<file path="config.mk">
export PLATFORM = sky130hd
export DESIGN_NAME = layer_mem_arbiter_flat
export DESIGN_NICKNAME = d
export VERILOG_FILES = /design/src/rtl/layer_mem_arbiter_pkg.sv /design/src/rtl/layer_mem_arbiter_if.sv /design/src/rtl/layer_mem_arbiter_rr_arbiter.sv /design/src/rtl/layer_mem_arbiter.sv /design/src/flat_wrapper.sv
export SDC_FILE = /design/constraint.sdc
export NUM_CORES = 1
export LEC_CHECK = 0
export ABC_CLOCK_PERIOD_IN_PS = 3300
export CAP_MARGIN = 20
export CORE_ASPECT_RATIO = 0.9
export CORE_UTILIZATION = 40
export CTS_BUF_LIST = sky130_fd_sc_hd__clkbuf_4 sky130_fd_sc_hd__clkbuf_8
export CTS_CLUSTER_SIZE = 8
export DETAILED_ROUTE_END_ITERATION = 12
export HOLD_SLACK_MARGIN = 0.1
export PLACE_DENSITY_LB_ADDON = 0.1
export SKIP_LAST_GASP = 1
export SYNTH_ARGS = -nofsm -noshare
export SYNTH_HDL_FRONTEND = slang
export SYNTH_SLANG_ARGS = --single-unit
export TNS_END_PERCENT = 100
</file>
<file path="constraint.sdc">
create_clock -name clk -period 3.3 [get_ports clk]
set_clock_uncertainty 0.1 [all_clocks]
set_input_delay 0.33 -clock clk [delete_from_list [all_inputs] [get_ports clk]]
set_output_delay 0.33 -clock clk [all_outputs]
set_load 0.03 [all_outputs]
</file>
<file path="src/rtl/layer_mem_arbiter_pkg.sv">
// conv_pkg: shared layer-memory definitions.
//   ADDR_W / DATA_W : default layer-memory address and data widths
//   CSEL_*          : bank select codes for the shared memory port
//   arb_state_t     : arbiter lock state
//   sel_legal()     : true for a bank select that maps to a real bank
package conv_pkg;
    localparam int ADDR_W = 12;
    localparam int DATA_W = 20;
    localparam logic [2:0] CSEL_NONE  = 3'd0;
    localparam logic [2:0] CSEL_L0_K0 = 3'd1;
    localparam logic [2:0] CSEL_L0_K1 = 3'd2;
    localparam logic [2:0] CSEL_L1_K0 = 3'd3;
    localparam logic [2:0] CSEL_L1_K1 = 3'd4;
    localparam logic [2:0] CSEL_FLAT  = 3'd5;
    typedef enum logic {ARB, LOCKED} arb_state_t;
    function automatic logic sel_legal(input logic [2:0] s);
        return s inside {CSEL_L0_K0, CSEL_L0_K1, CSEL_L1_K0, CSEL_L1_K1, CSEL_FLAT};
    endfunction
endpackage

</file>
<file path="src/rtl/layer_mem_arbiter_if.sv">
// layer_mem_arbiter_if: requester and memory-port bundle of the layer-memory arbiter.
//   requester side : req, we, lock, sel, addr, wdata -> gnt, rvalid, rid, rdata, err
//   memory side    : cwr, crd, csel, caddr_wr, caddr_rd, cdata_wr -> cdata_rd
//   slave  modport : the arbiter
//   master modport : the requesters and the memory
interface layer_mem_arbiter_if #(
    parameter int NREQ   = 3,
    parameter int ADDR_W = conv_pkg::ADDR_W,
    parameter int DATA_W = conv_pkg::DATA_W
);
    logic [NREQ-1:0]        req;
    logic [NREQ-1:0]        we;
    logic [NREQ-1:0]        lock;
    logic [3*NREQ-1:0]      sel;
    logic [ADDR_W*NREQ-1:0] addr;
    logic [DATA_W*NREQ-1:0] wdata;
    logic [NREQ-1:0]        gnt;
    logic                   rvalid;
    logic [$clog2(NREQ)-1:0] rid;
    logic [DATA_W-1:0]      rdata;
    logic                   err;
    logic                   cwr;
    logic                   crd;
    logic [2:0]             csel;
    logic [ADDR_W-1:0]      caddr_wr;
    logic [ADDR_W-1:0]      caddr_rd;
    logic [DATA_W-1:0]      cdata_wr;
    logic [DATA_W-1:0]      cdata_rd;

    modport slave (
        input  req, we, lock, sel, addr, wdata, cdata_rd,
        output gnt, rvalid, rid, rdata, err, cwr, crd, csel, caddr_wr, caddr_rd, cdata_wr
    );

    modport master (
        output req, we, lock, sel, addr, wdata, cdata_rd,
        input  gnt, rvalid, rid, rdata, err, cwr, crd, csel, caddr_wr, caddr_rd, cdata_wr
    );
endinterface

</file>
<file path="src/rtl/layer_mem_arbiter_rr_arbiter.sv">
// rr_arbiter: mask-based round-robin priority picker.
//   req : request vector
//   ptr : highest-priority index this cycle
//   gnt : one-hot grant (zero when req is zero)
//   idx : index of the granted bit
module rr_arbiter #(
    parameter int N = 3
) (
    input  logic [N-1:0]         req,
    input  logic [$clog2(N)-1:0] ptr,
    output logic [N-1:0]         gnt,
    output logic [$clog2(N)-1:0] idx
);
    logic [N-1:0] masked;
    logic [N-1:0] pool;

    // Requests at or above ptr win; if none, wrap around to the full vector.
    assign masked = req & ~((N'(1) << ptr) - N'(1));
    assign pool   = |masked ? masked : req;
    assign gnt    = pool & (~pool + N'(1));

    always_comb begin
        idx = '0;
        for (int i = N - 1; i >= 0; i--)
            if (gnt[i]) idx = ($clog2(N))'(i);
    end
endmodule

</file>
<file path="src/rtl/layer_mem_arbiter.sv">
// layer_mem_arbiter: round-robin, lockable arbiter for the shared layer-memory port.
//   clk, reset : clock, asynchronous active-high reset
//   bus        : slave side of layer_mem_arbiter_if (requester commands in,
//                grant/read return out, registered memory strobes out, cdata_rd in)
module layer_mem_arbiter #(
    parameter int NREQ   = 3,
    parameter int ADDR_W = conv_pkg::ADDR_W,
    parameter int DATA_W = conv_pkg::DATA_W
) (
    input  logic                clk,
    input  logic                reset,
    layer_mem_arbiter_if.slave  bus
);
    import conv_pkg::*;

    localparam int IW = $clog2(NREQ);

    arb_state_t          state;
    logic [IW-1:0]       ptr;
    logic [IW-1:0]       owner;
    logic [NREQ-1:0]     arb_gnt;
    logic [IW-1:0]       arb_idx;
    logic [IW-1:0]       g_idx;
    logic                any;
    logic                g_we;
    logic                g_lock;
    logic                g_legal;
    logic [2:0]          g_sel;
    logic [ADDR_W-1:0]   g_addr;
    logic [DATA_W-1:0]   g_wdata;
    logic                rd_pend;
    logic                rd_ill;
    logic [IW-1:0]       rd_id;

    rr_arbiter #(.N(NREQ)) u_rr (
        .req (bus.req),
        .ptr (ptr),
        .gnt (arb_gnt),
        .idx (arb_idx)
    );

    always_comb begin
        g_idx   = state == LOCKED ? owner : arb_idx;
        bus.gnt = reset ? '0
                : state == LOCKED ? (bus.req[owner] ? NREQ'(1) << owner : '0)
                : arb_gnt;
        any     = |bus.gnt;
        g_we    = bus.we[g_idx];
        g_lock  = bus.lock[g_idx];
        g_sel   = bus.sel[g_idx*3 +: 3];
        g_addr  = bus.addr[g_idx*ADDR_W +: ADDR_W];
        g_wdata = bus.wdata[g_idx*DATA_W +: DATA_W];
        g_legal = sel_legal(g_sel);
    end

    always_ff @(posedge clk or posedge reset) begin
        if (reset) begin
            state        <= ARB;
            ptr          <= '0;
            owner        <= '0;
            bus.cwr      <= 1'b0;
            bus.crd      <= 1'b0;
            bus.csel     <= CSEL_NONE;
            bus.caddr_wr <= '0;
            bus.caddr_rd <= '0;
            bus.cdata_wr <= '0;
            bus.err      <= 1'b0;
            bus.rvalid   <= 1'b0;
            bus.rid      <= '0;
            bus.rdata    <= '0;
            rd_pend      <= 1'b0;
            rd_ill       <= 1'b0;
            rd_id        <= '0;
        end else begin
            bus.cwr    <= any && g_we && g_legal;
            bus.crd    <= any && !g_we && g_legal;
            // Illegal reads still travel the return pipe so the requester gets an answer.
            rd_pend    <= any && !g_we;
            bus.rvalid <= rd_pend;
            if (any) begin
                rd_id  <= g_idx;
                rd_ill <= !g_legal;
                if (!g_legal) bus.err <= 1'b1;
                if (g_legal) begin
                    bus.csel <= g_sel;
                    if (g_we) begin
                        bus.caddr_wr <= g_addr;
                        bus.cdata_wr <= g_wdata;
                    end else begin
                        bus.caddr_rd <= g_addr;
                    end
                end
                if (g_lock) begin
                    state <= LOCKED;
                    owner <= g_idx;
                end else begin
                    state <= ARB;
                    ptr   <= g_idx == IW'(NREQ - 1) ? '0 : g_idx + 1'b1;
                end
            end
            if (rd_pend) begin
                bus.rid   <= rd_id;
                bus.rdata <= rd_ill ? '0 : bus.cdata_rd;
            end
        end
    end
endmodule

</file>
<file path="src/flat_wrapper.sv">
// flat-port wrapper written by rule: the top's interface ports become plain ports
module layer_mem_arbiter_flat import conv_pkg::*;
#(
    parameter int NREQ   = 3,
    parameter int ADDR_W = conv_pkg::ADDR_W,
    parameter int DATA_W = conv_pkg::DATA_W
)
  (clk, reset, bus_req, bus_we, bus_lock, bus_sel, bus_addr, bus_wdata, bus_cdata_rd, bus_gnt, bus_rvalid, bus_rid, bus_rdata, bus_err, bus_cwr, bus_crd, bus_csel, bus_caddr_wr, bus_caddr_rd, bus_cdata_wr);
  layer_mem_arbiter_if #(.NREQ(NREQ), .ADDR_W(ADDR_W), .DATA_W(DATA_W)) bus_i ();
  input  logic clk;
  input  logic reset;
  input wire logic [$bits(bus_i.req)-1:0] bus_req;
  input wire logic [$bits(bus_i.we)-1:0] bus_we;
  input wire logic [$bits(bus_i.lock)-1:0] bus_lock;
  input wire logic [$bits(bus_i.sel)-1:0] bus_sel;
  input wire logic [$bits(bus_i.addr)-1:0] bus_addr;
  input wire logic [$bits(bus_i.wdata)-1:0] bus_wdata;
  input wire logic [$bits(bus_i.cdata_rd)-1:0] bus_cdata_rd;
  output wire logic [$bits(bus_i.gnt)-1:0] bus_gnt;
  output wire logic [$bits(bus_i.rvalid)-1:0] bus_rvalid;
  output wire logic [$bits(bus_i.rid)-1:0] bus_rid;
  output wire logic [$bits(bus_i.rdata)-1:0] bus_rdata;
  output wire logic [$bits(bus_i.err)-1:0] bus_err;
  output wire logic [$bits(bus_i.cwr)-1:0] bus_cwr;
  output wire logic [$bits(bus_i.crd)-1:0] bus_crd;
  output wire logic [$bits(bus_i.csel)-1:0] bus_csel;
  output wire logic [$bits(bus_i.caddr_wr)-1:0] bus_caddr_wr;
  output wire logic [$bits(bus_i.caddr_rd)-1:0] bus_caddr_rd;
  output wire logic [$bits(bus_i.cdata_wr)-1:0] bus_cdata_wr;
  assign bus_i.req = bus_req;
  assign bus_i.we = bus_we;
  assign bus_i.lock = bus_lock;
  assign bus_i.sel = bus_sel;
  assign bus_i.addr = bus_addr;
  assign bus_i.wdata = bus_wdata;
  assign bus_i.cdata_rd = bus_cdata_rd;
  assign bus_gnt = bus_i.gnt;
  assign bus_rvalid = bus_i.rvalid;
  assign bus_rid = bus_i.rid;
  assign bus_rdata = bus_i.rdata;
  assign bus_err = bus_i.err;
  assign bus_cwr = bus_i.cwr;
  assign bus_crd = bus_i.crd;
  assign bus_csel = bus_i.csel;
  assign bus_caddr_wr = bus_i.caddr_wr;
  assign bus_caddr_rd = bus_i.caddr_rd;
  assign bus_cdata_wr = bus_i.cdata_wr;
  layer_mem_arbiter #(.NREQ(NREQ), .ADDR_W(ADDR_W), .DATA_W(DATA_W)) u_core (.clk(clk), .reset(reset), .bus(bus_i));
endmodule
</file>
======== Word level (Yosys, flattened, before mapping) ========
Cells that the tools add are included.
cells by class
  equal/unequal tests ..................... 6
  $lt $le $gt $ge ......................... 2
  add/subtract/negate cells ............... 3
  multipliers ............................. 3
  div/mod/pow operators ................... 0
  reduce and logical (&&, ||, !) cells .... 15
  bitwise logic cells ..................... 7
  shift operators ......................... 5
  multiplexer cells ....................... 17
operators by type and width
  cell                                                  number
  variable part select 60 x 8 -> 20 bit                 1
  variable part select 36 x 7 -> 12 bit                 1
  two-way mux 20 bit                                    1
  two-way mux 3 bit                                     4
  two-way mux 2 bit                                     5
  variable part select 9 x 5 -> 3 bit                   1
  multiplier 2 x 2 -> 4 bit (second input constant)     2
  AND reduction 2 bit                                   4
  bitwise AND 3 bit                                     2
  binary-select mux 1 bit (select 2 bit)                3
  equality test 3 x 2 -> 1 bit (second input constant)  2
  equality test 3 bit (second input constant)           2
  < comparator 2 x 3 -> 1 bit (second input constant)   2
  NOT 3 bit                                             2
  AND reduction 3 bit                                   2
  OR reduction 3 bit                                    2
  left shift 1 x 2 -> 3 bit (first input constant)      2
  multiplier 2 x 3 -> 5 bit (second input constant)     1
  nonzero test 5 bit                                    1
  logical AND 1 bit                                     4
  two-way mux 1 bit                                     4
  adder 3 x 1 -> 3 bit (second input constant)          1
  equality test 3 x 1 -> 1 bit (second input constant)  1
  NOT 1 bit                                             3
  other kinds (4)                                       5
storage, ports and cells
  output and inout bits ................... 76
  bits in registers ....................... 82
  latch bits .............................. 0
  RAM bits ................................ 0
  word-level logic and storage cells ...... 74
  ROM bits ................................ 0
  memories ................................ 0
  bits of input ports ..................... 136

======== Logic depth before layout (Yosys ltp) ========
Gate-level depths: netlist (run 1).
  depth after elaboration ................. 19
  depth in mapped cells ................... 10
  depth with buffers taken out ............ 7

======== Hierarchy ========
Synthesis (run 1) repeated with hierarchy kept, for this count alone.
second synthesis, totals
  cell total of the unflattened synthesis .. 377
  area total of the unflattened synthesis .. 4190.3 µm²
by module, submodules not included
  module             area an instance (µm²)  cells each  times used  sequential area each (µm²)
  layer_mem_arbiter  4103.9                  364         1           2052.0
  rr_arbiter         86.3                    13          1           0.0

======== Worst setup path after synthesis (run 1) ========
OpenSTA, ideal clock, no wires.
  path kind ............................... input to register
  from .................................... in reset
  to ...................................... reg u_core.bus.caddr_wr[0]
  data required time ...................... 3075 ps
  stages .................................. 9
  arrival ................................. 3867 ps
  path buffers ............................ 3
  setup slack ............................. -792 ps
  library setup time ...................... 125 ps
  cell sequence ........................... inv_1 -> o211a_1 -> or3_1 -> clkbuf_1 -> nor2b_1 -> o211a_1 -> buf_2 -> buf_6 -> mux2_4
on the way
  cells in the longest elaborated chain, start to end .. 3
ends and longest elaborated chain
  element                        RTL line                    text
  from (decl)                    flat_wrapper.sv:11          input logic reset;
  two-way mux 3 bit              layer_mem_arbiter.sv:44     bus.gnt = reset ? '0
  net bus_gnt[2]                 flat_wrapper.sv:19          output wire logic [$bits(bus_i.gnt)-1:0] bus_gnt;
  OR reduction 3 bit             layer_mem_arbiter.sv:47     any = |bus.gnt;
  AND reduction 3 bit (no line)  -
  to (signal assigned)           layer_mem_arbiter.sv:87     bus.caddr_wr <= g_addr;
  to (decl)                      layer_mem_arbiter_if.sv:32  output gnt, rvalid, rid, rdata, err, cwr, crd, csel, caddr_wr, caddr_rd, cdata_wr
The timed path passes the listed nets, and every way through them passes these cells.
A chain may end at the register's enable or synchronous reset.

======== Worst setup path in the final report (run 1) ========
  from .................................... reg u_core.ptr[0]
  to ...................................... reg u_core.bus.cdata_wr[9]
on the way
  cells in the longest elaborated chain, start to end .. 18
  elaborated cells between the ends (all ways) .. 29
  classes of those cells .................. add/sub: 2; mul: 2; eq/ne: 5; shift: 3; mux: 9; bitwise: 4; reduce/logical: 4
ends and longest elaborated chain
  element                                               RTL line                            text
  from (decl)                                           layer_mem_arbiter.sv:19             logic [IW-1:0] ptr;
  from (signal assigned)                                layer_mem_arbiter.sv:98             ptr <= g_idx == IW'(NREQ - 1) ? '0 : g_idx + 1'b1;
  left shift 1 x 2 -> 3 bit (*)                         layer_mem_arbiter_rr_arbiter.sv:18  assign masked = req & ~((N'(1) << ptr) - N'(1));
  subtractor 3 x 1 -> 3 bit (*)                         layer_mem_arbiter_rr_arbiter.sv:18
  NOT 3 bit (*)                                         layer_mem_arbiter_rr_arbiter.sv:18
  bitwise AND 3 bit (*)                                 layer_mem_arbiter_rr_arbiter.sv:18
  OR reduction 3 bit                                    layer_mem_arbiter_rr_arbiter.sv:19  assign pool = |masked ? masked : req;
  two-way mux 3 bit (*)                                 layer_mem_arbiter_rr_arbiter.sv:19
  NOT 3 bit                                             layer_mem_arbiter_rr_arbiter.sv:20  assign gnt = pool & (~pool + N'(1));
  adder 3 x 1 -> 3 bit                                  layer_mem_arbiter_rr_arbiter.sv:20
  bitwise AND 3 bit (*)                                 layer_mem_arbiter_rr_arbiter.sv:20
  two-way mux 2 bit (3 in a row)                        layer_mem_arbiter_rr_arbiter.sv:25  if (gnt[i]) idx = ($clog2(N))'(i);
  two-way mux 2 bit                                     layer_mem_arbiter.sv:43             g_idx = state == LOCKED ? owner : arb_idx;
  multiplier 2 x 2 -> 4 bit                             layer_mem_arbiter.sv:50             g_sel = bus.sel[g_idx*3 +: 3];
  variable part select 9 x 5 -> 3 bit                   layer_mem_arbiter.sv:50
  equality test 3 x 1 -> 1 bit (tied with other cells)  layer_mem_arbiter_pkg.sv:17         return s inside {CSEL_L0_K0, CSEL_L0_K1, CSEL_L1_K0, CSEL_L1_K1, CSEL_FLAT};
  nonzero test 5 bit                                    layer_mem_arbiter_pkg.sv:17
  AND reduction 3 bit (no line)                         -
  to (signal assigned)                                  layer_mem_arbiter.sv:88             bus.cdata_wr <= g_wdata;
  to (decl)                                             layer_mem_arbiter_if.sv:32
Mark *: on every way between the ends. The rest lies on a longest branch, timed or not. The select of a mux whose other input is x is not followed.

==> load_flow_metrics.sql, run 1 <==
INSERT INTO impl_metrics (metric_group, metric, value, unit) VALUES
('outcome', 'outcome', 'finished, final reports clean', ''),
('worst_setup_path', 'start_kind', 'register', ''),
('cells_and_area', 'fin_nets', '717', ''),
('pwr', 'internal-power', '3.559', 'mW'),
('routing', 'detail-route-antenna-nets', '0', ''),
('worst_setup_path', 'ff2ff_setup_slack', '0.25', 'ns'),
('timing', 'timing.final.crit_period', '3.046', 'ns'),
('worst_setup_path', 'cp_data_required_time', '3.42', 'ns'),
('pwr', 'power.leakage', '2.858', 'nW'),
('pwr', 'vdd_ir_drop_max', '0.0004513', 'V'),
('global_route', 'grt.total_usage', '21.85', '%'),
('die', 'io-pin-count', '212', ''),
('yosys', 'seq_area_frac_synth', '52.75', '%'),
('worst_setup_path', 'worstSetupPathType', 'reg -> reg', ''),
('yosys', 'yosysWarnings', '0', ''),
('routing', 'via_count', '3546', ''),
('global_route', 'globalRouteOverflowTotal', '0', ''),
('clock_tree', 'cts_buffers', '9', ''),
('timing', 'postLayoutSetupSlackWorst', '0.2536', 'ns'),
('global_route', 'antenna_found_initial', '0', ''),
('clock_tree', 'cts_sinks', '82', ''),
('die', 'floorplan.die.height', '95.56', 'um'),
('clock_tree', 'clock_insertion_delay_worst_skew', '0.34', 'ns'),
('routing', 'drt_wl_total', '11.08', 'mm'),
('worst_setup_path', 'critPathTopFamily', 'compound AO/OA/AOI/OAI gates', ''),
('worst_setup_path', 'worst_path_largest_cell_delay', '0.45', 'ns'),
('placement', 'routabilityCongestion', '0.9041', ''),
('worst_setup_path', 'timing.critical_path.slowest_stage_cell', 'dfrtp_1', ''),
('die', 'design.die.area', '10120', 'um^2'),
('timing', 'final-max-slew-violation-count', '0', ''),
('global_route', 'first_global_vias', '3490', ''),
('routing', 'wl_per_cell', '15.65', 'um'),
('routing', 'detail_route.vias_per_cell', '5.008', ''),
('worst_setup_path', 'critical_path_buf_inv_count', '2', ''),
('flow_run', 'maxCapViolCount', '0', ''),
('placement', 'placed_cells_incl_taps', '691', ''),
('routing', 'detailed_route_iter0_violations', '211', ''),
('clock_tree', 'cts_hold_repair.buffers', '0', ''),
('pwr', 'seqPwrFrac', '27.7', '%'),
('clock_tree', 'ctsRootBufferMaster', 'clkbuf_8', ''),
('cells_and_area', 'layout.cells.non_filler', '708', ''),
('timing', 'final-hold-violation-count', '0', ''),
('timing', 'worst_pin_slew', '0.4290', 'ns'),
('timing', 'max_freq', '0.3283', 'GHz'),
('cells_and_area', 'final_area', '6507', 'um^2'),
('worst_setup_path', 'timing.critical_path.fanout_max', '15', ''),
('placement', 'hpwlAfterDp', '8.434', 'mm'),
('die', 'dieWidth', '106.0', 'um'),
('worst_setup_path', 'critical_path_arrival', '3.16', 'ns'),
('clock_tree', 'clk_pin_slew', '0.08', 'ns'),
('placement', 'placement.io_buffers', '211', ''),
('pwr', 'sw_frac_of_total', '43.24', '%'),
('die', 'placeableCoreArea', '9290', 'um^2'),
('yosys', 'net_count_after_synthesis', '495', ''),
('pwr', 'power_density', '963.4', 'nW/um^2'),
('worst_setup_path', 'crit_chain', 'nor2b_1 -> o2111a_2 -> or3_1 -> a222oi_1 -> nand3_1 -> o211a_2 -> buf_12 -> buf_4 -> mux2i_1', ''),
('cells_and_area', 'proportion_of_layout_cells_with_a_drive_suffix_above_1', '12.80', '%'),
('clock_tree', 'tritoncts', 'done', ''),
('cells_and_area', 'layout_overhead_on_the_synthesized_area', '67.29', '%'),
('worst_hold_path', 'hp-class', 'in -> async', ''),
('clock_tree', 'postCtsResizedCells', '0', ''),
('pwr', 'share_clk_of_total_power', '11.7', '%'),
('yosys', 'synthesized_instance_count', '359', ''),
('global_route', 'grt_start_max_net_pins', '83', ''),
('yosys', 'synth-seq-cells', '82', ''),
('yosys', 'area_of_the_mapped_netlist', '3890', 'um^2'),
('clock_tree', 'clk_path_buf_depth', '2', ''),
('routing', 'remaining_drc_errors', '0', ''),
('timing', 'slew_headroom', '71.40', '%'),
('worst_setup_path', 'cell_count_along_the_critical_path', '9', ''),
('die', 'effective_utilization_at_floorplan', '41.87', '%');
-- cells in the mapped netlist (all sizes together) --
master / n / share of area (%)
a222oi: 23 / 5.9
buf: 6 / 1.1
o21ai: 23 / 3.0
nor4bb: 1 / 0.26
nand3: 1 / 0.13
nor4b: 1 / 0.61
inv: 50 / 4.8
nand2: 51 / 4.9
o2bb2ai: 1 / 0.23
o2111ai: 1 / 0.23
nor3: 2 / 0.26
o22ai: 1 / 0.16
and2: 2 / 0.32
a21oi: 3 / 0.39
nor2b: 4 / 0.64
a21o: 7 / 1.4
dfrtp: 82 / 53
or3: 4 / 0.64
nand3b: 1 / 0.19
o211a: 2 / 0.51
o211ai: 2 / 0.51
o311ai: 1 / 0.23
a211oi: 1 / 0.19
nor2: 4 / 0.39
o21a: 1 / 0.19
or3b: 1 / 0.23
o2111a: 2 / 0.61
mux2i: 22 / 5.7
mux2: 29 / 9.3
clkbuf: 15 / 1.4
o31a: 1 / 0.23
nor3b: 1 / 0.19
a22oi: 13 / 2.5
-- final cells by class --
class / instances / area, um^2
flip-flops and latches: 82 / 2052
well taps: 122 / 152.6
multi-input cells: 206 / 1584
repair buffers: 232 / 2327
clock buffers: 9 / 123.9
clock inverters: 7 / 76.32
inverters: 50 / 191.4
fillers: 696 / 2783
-- final timing paths --
| kind | from | to |
|---|---|---|
| worst max-delay path | u_core.ptr[0] | u_core.bus.cdata_wr[9] |
| worst min-delay path | reset | u_core.owner[0] |
| worst max register to register | u_core.ptr[0] | u_core.bus.cdata_wr[9] |
| worst min register to register | u_core.bus.err | u_core.bus.err |
| max in group asynchronous | reset | u_core.bus.rdata[2] |
| min in group clk | u_core.bus.err | u_core.bus.err |
-- kinds of logic (layout without fill, tap and decap cells) --
logic type      count (synthesis)  in the layout  synth area share, %
flops                          82             82                52.75
compound gates                 82             82                16.21
mux                            51             51                14.92
simple gates                   73             73                8.781
buf+inv                        71            298                7.333
-- registers in the layout, summed over array words and instances (netlist names) --
register	flops
u_core.state	1
u_core.bus.cwr	1
u_core.rd_id	2
u_core.bus.caddr_rd	12
u_core.ptr	2
u_core.bus.err	1
u_core.bus.crd	1
u_core.rd_ill	1
u_core.bus.rdata	20
u_core.bus.rid	2
u_core.rd_pend	1
u_core.bus.rvalid	1
u_core.bus.cdata_wr	20
u_core.bus.caddr_wr	12
u_core.owner	2
u_core.bus.csel	3
-- metrics by stage --
stage / util, % / TNS (ns) / hold WS [ns]
4_1_cts: 69.75 / 0 / 0.3645
3_5_place_dp: 67.60 / -0.3080 / 0.3447
3_3_place_gp: 67.60 / 0 / 0.3411
6_report: 70.05 / 0 / 0.3322
5_1_grt: 70.05 / 0 / 0.3616
2_1_floorplan: - / -6.245 / 0.3439
-- worst min-delay path, delay by kind of cell --
family / cells / cell delay, ns
buffers and inverters: 3 / 0.79
-- metal layers --
layer	share of wire, %	wire length [um]	track usage, %	up-vias
met1	42	4626	27.01	1642
met3	8.2	912	5.537	21
li1	-	-	-	1712
met2	47	5262	36.60	171
met4	2.5	279	9.491	0
met5	0	0	0	-
-- cell usage in the layout, fill, tap and decap left out, drive strengths merged, types with 2 or more instances in the layout --
cell           netlist  layout
and2                 2       2
o211ai               2       2
o21ai               23      23
clkinvlp             0       3
dfrtp               82      82
nor2                 4       4
a21o                 7       7
clkdlybuf4s50        0     211
a22oi               13      13
o2111a               2       2
o211a                2       2
mux2i               22      22
inv                 50      51
a222oi              23      23
buf                  6      21
or3                  4       4
nor2b                4       4
a21oi                3       3
clkbuf              15       9
clkinv               0       2
mux2                29      29
nor3                 2       2
nand2               51      51
-- power by group through the flow --
stage,combinational [mW],sequential (mW),clock [mW]
2_1_floorplan,1.55,2.51,0
3_3_place_gp,3.78,1.73,0
3_5_place_dp,3.83,1.74,0
4_1_cts,3.83,1.74,0.747
5_1_grt,4.08,1.79,0.790
6_report,3.80,1.73,0.732
Note: power is estimated with default switching activity, not from simulation.
==> inputs of run 2 (changes only) <==
--- a/config.mk
+++ b/config.mk
@@ -5,7 +5,6 @@
 export SDC_FILE = /design/constraint.sdc
 export NUM_CORES = 1
 export LEC_CHECK = 0
-export ABC_CLOCK_PERIOD_IN_PS = 3300
 export CAP_MARGIN = 20
 export CORE_ASPECT_RATIO = 0.9
 export CORE_UTILIZATION = 40
==> results of run 2 <==
Same layout as run 1: the final DEF is identical, and so are final timing and power.
==> inputs of run 3 (changes only) <==
--- a/config.mk
+++ b/config.mk
@@ -13,7 +13,9 @@
 export DETAILED_ROUTE_END_ITERATION = 12
 export HOLD_SLACK_MARGIN = 0.1
 export PLACE_DENSITY_LB_ADDON = 0.1
+export RECOVER_POWER = 100
 export SKIP_LAST_GASP = 1
+export SLEW_MARGIN = 20
 export SYNTH_ARGS = -nofsm -noshare
 export SYNTH_HDL_FRONTEND = slang
 export SYNTH_SLANG_ARGS = --single-unit
==> load_flow_metrics.sql, run 3 (synthesis results as in run 1) <==
INSERT INTO impl_metrics (metric_group, metric, value, unit) VALUES
('pwr', 'sw_frac_of_total', '44.64', '%'),
('timing', 'max_freq', '0.3282', 'GHz'),
('timing', 'timing.final.crit_period', '3.047', 'ns'),
('clock_tree', 'clk_path_buf_depth', '2', ''),
('pwr', 'power_density', '930.6', 'nW/um^2'),
('timing', 'slew_headroom', '-31.58', '%'),
('pwr', 'seqPwrFrac', '28.7', '%'),
('routing', 'via_count', '3527', ''),
('worst_setup_path', 'start_kind', 'register', ''),
('timing', 'post-route-period-util', '92.33', '%'),
('worst_setup_path', 'worst_path_largest_cell_delay', '0.46', 'ns'),
('worst_setup_path', 'critical_path_buf_inv_count', '1', ''),
('cells_and_area', 'final_standard_cell_utilization_of_the_core', '68.92', '%'),
('routing', 'detail-route-antenna-nets', '0', ''),
('pwr', 'share_clk_of_total_power', '12.3', '%'),
('die', 'std_cell_rows', '33', ''),
('outcome', 'outcome', 'complete, but fails checks', ''),
('die', 'io-pin-count', '212', ''),
('timing', 'grt_setup_unrepaired', 'false', ''),
('cells_and_area', 'num_antenna_cells', '0', ''),
('clock_tree', 'cts_sinks', '82', ''),
('die', 'design.die.area', '10120', 'um^2'),
('timing', 'finalSetupViolations', '0', ''),
('pwr', 'power.combinational.fraction', '59.0', '%'),
('worst_setup_path', 'timing.critical_path.slowest_stage_cell', 'dfrtp_1', ''),
('worst_setup_path', 'crit_chain', 'nor2b_1 -> o2111a_2 -> or3_1 -> a222oi_1 -> nand3_1 -> o211ai_1 -> buf_12 -> mux2_1', ''),
('routing', 'drt-pass1-iter-count', '7', ''),
('placement', 'hpwlAfterDp', '8.434', 'mm'),
('cells_and_area', 'proportion_of_layout_cells_with_a_drive_suffix_above_1', '9.915', '%'),
('cells_and_area', 'final_area', '6402', 'um^2'),
('global_route', 'grt.total_usage', '21.85', '%'),
('clock_tree', 'clk_pin_slew', '0.09', 'ns'),
('global_route', 'first_global_vias', '3490', ''),
('placement', 'post_dp_cell_area', '6280', 'um^2'),
('die', 'effective_utilization_at_floorplan', '41.87', '%'),
('routing', 'wl_per_cell', '15.67', 'um'),
('die', 'floorplan.die.height', '95.56', 'um'),
('worst_setup_path', 'cp_data_required_time', '3.43', 'ns'),
('worst_setup_path', 'critPathTopFamily', 'compound AO/OA/AOI/OAI gates', ''),
('clock_tree', 'ctsRootBufferMaster', 'clkbuf_8', ''),
('clock_tree', 'post-cts-setup-buffers', '0', ''),
('clock_tree', 'tritoncts', 'done', ''),
('pwr', 'power.leakage', '2.896', 'nW'),
('worst_setup_path', 'critical_path_arrival', '3.17', 'ns'),
('placement', 'placement.io_buffers', '211', ''),
('cells_and_area', 'area_occupied_by_multi_input_gates', '1529', 'um^2'),
('cells_and_area', 'largestRegisters', 'u_core.bus.cdata_wr (20), u_core.bus.rdata (20)', ''),
('timing', 'final.setup.tns', '0', 'ns'),
('global_route', 'grt_first_pass_wirelength', '16.95', 'mm'),
('pwr', 'switching_power', '2.660', 'mW'),
('clock_tree', 'clock_insertion_delay_worst_skew', '0.34', 'ns'),
('worst_setup_path', 'worstSetupPathType', 'reg -> reg', ''),
('outcome', 'failed_checks', 'capacitance limit, slew limit', ''),
('timing', 'worst_pin_slew', '1.974', 'ns'),
('cells_and_area', 'final_common_cell', 'clkdlybuf4s50_1', ''),
('die', 'dieWidth', '106.0', 'um'),
('timing', 'final-max-slew-violation-count', '83', ''),
('flow_run', 'maxCapViolCount', '1', ''),
('cells_and_area', 'mostFrequentLayoutCells', 'clkdlybuf4s50_1, dfrtp_1, dlygate4sd3_1', ''),
('pwr', 'vdd_ir_drop_max', '0.0004147', 'V'),
('routing', 'detail_route.vias_per_cell', '4.989', ''),
('worst_setup_path', 'setup.worst_path.end_class', 'register', ''),
('cells_and_area', 'fill_cells', '720', ''),
('cells_and_area', 'regArea', '2052', 'um^2'),
('clock_tree', 'cts_hold_repair.buffers', '0', ''),
('cells_and_area', 'layout_overhead_on_the_synthesized_area', '64.59', '%'),
('die', 'placeableCoreArea', '9290', 'um^2'),
('global_route', 'antenna_found_initial', '0', ''),
('timing', 'final-hold-violation-count', '0', ''),
('worst_setup_path', 'timing.critical_path.fanout_max', '13', ''),
('routing', 'detailed_route_iter0_violations', '228', ''),
('global_route', 'globalRouteOverflowTotal', '0', ''),
('clock_tree', 'htree_levels', '3', ''),
('placement', 'routabilityCongestion', '0.9041', ''),
('cells_and_area', 'fin_nets', '716', ''),
('routing', 'remaining_drc_errors', '0', ''),
('clock_tree', 'postCtsResizedCells', '0', ''),
('global_route', 'grt_start_max_net_pins', '83', ''),
('worst_hold_path', 'hp-class', 'reg -> reg', ''),
('clock_tree', 'cts_buffers', '9', ''),
('routing', 'drt_wl_total', '11.08', 'mm'),
('pwr', 'internal-power', '3.298', 'mW');
run 3: cell types whose count changed in the layout (fill, tap and decap cells not counted), moves of 3 or more:
cell,before,now
mux2_1,0,11
dlygate4sd3_1,0,77
clkbuf_2,0,3
clkbuf_1,0,4
clkdlybuf4s50_1,211,134
mux2_4,12,1
buf_4,17,10
run 3: worst paths after layout:
path | startpoint | to | slack (ns) | depth (start not counted)
min in group asynchronous | reset | u_core.bus.cdata_wr[5] | 1.18 | 3
max in group asynchronous | reset | u_core.rd_id[0] | 0.76 | 3
max | u_core.ptr[0] | u_core.bus.caddr_rd[10] | 0.25 | 8
min reg2reg | u_core.bus.err | u_core.bus.err | 0.36 | 1
max reg2reg | u_core.ptr[0] | u_core.bus.caddr_rd[10] | 0.25 | 8
min | u_core.bus.err | u_core.bus.err | 0.36 | 1
run 3: area by class of cell:
type	instances	area share (%)
repair buffers	231	35.57
clock buffers	9	1.935
flip-flops and latches	82	32.05
well taps	122	2.384
inverters	50	2.990
multi-input cells	206	23.88
clock inverters	7	1.192
run 3: worst register-to-register path, cell delays in order, from the launching register on:
cell and delay, ns:
dfrtp_1 0.46, nor2b_1 0.19, o2111a_2 0.26, or3_1 0.44
a222oi_1 0.43, nand3_1 0.20, o211ai_1 0.31, buf_12 0.19
mux2_1 0.34
run 3: power by group through the flow:
stage	clock network (mW)	logic [mW]	registers, mW
5_1_grt	0.791	3.80	1.77
2_1_floorplan	0	1.55	2.51
6_report	0.731	3.52	1.71
3_3_place_gp	0	3.78	1.73
3_5_place_dp	0	3.83	1.74
4_1_cts	0.747	3.83	1.74
run 3: per-stage QoR:
stage	setup slack [ns]	cells	power, mW	hold WS, ns
floorplan	-0.2249	359	4.052	0.3439
global placement	0.1287	691	5.507	0.3411
detailed placement	-0.03823	691	5.569	0.3447
CTS	0.2501	707	6.317	0.3645
global route	0.09678	707	6.359	0.3914
finish	0.2531	707	5.958	0.3553
run 3: per-layer routing:
metal | track usage (%) | share of wire [%]
met5 | 0 | 0
met4 | 9.491 | 2.6
met3 | 5.537 | 8.5
met2 | 36.60 | 47
met1 | 27.01 | 42
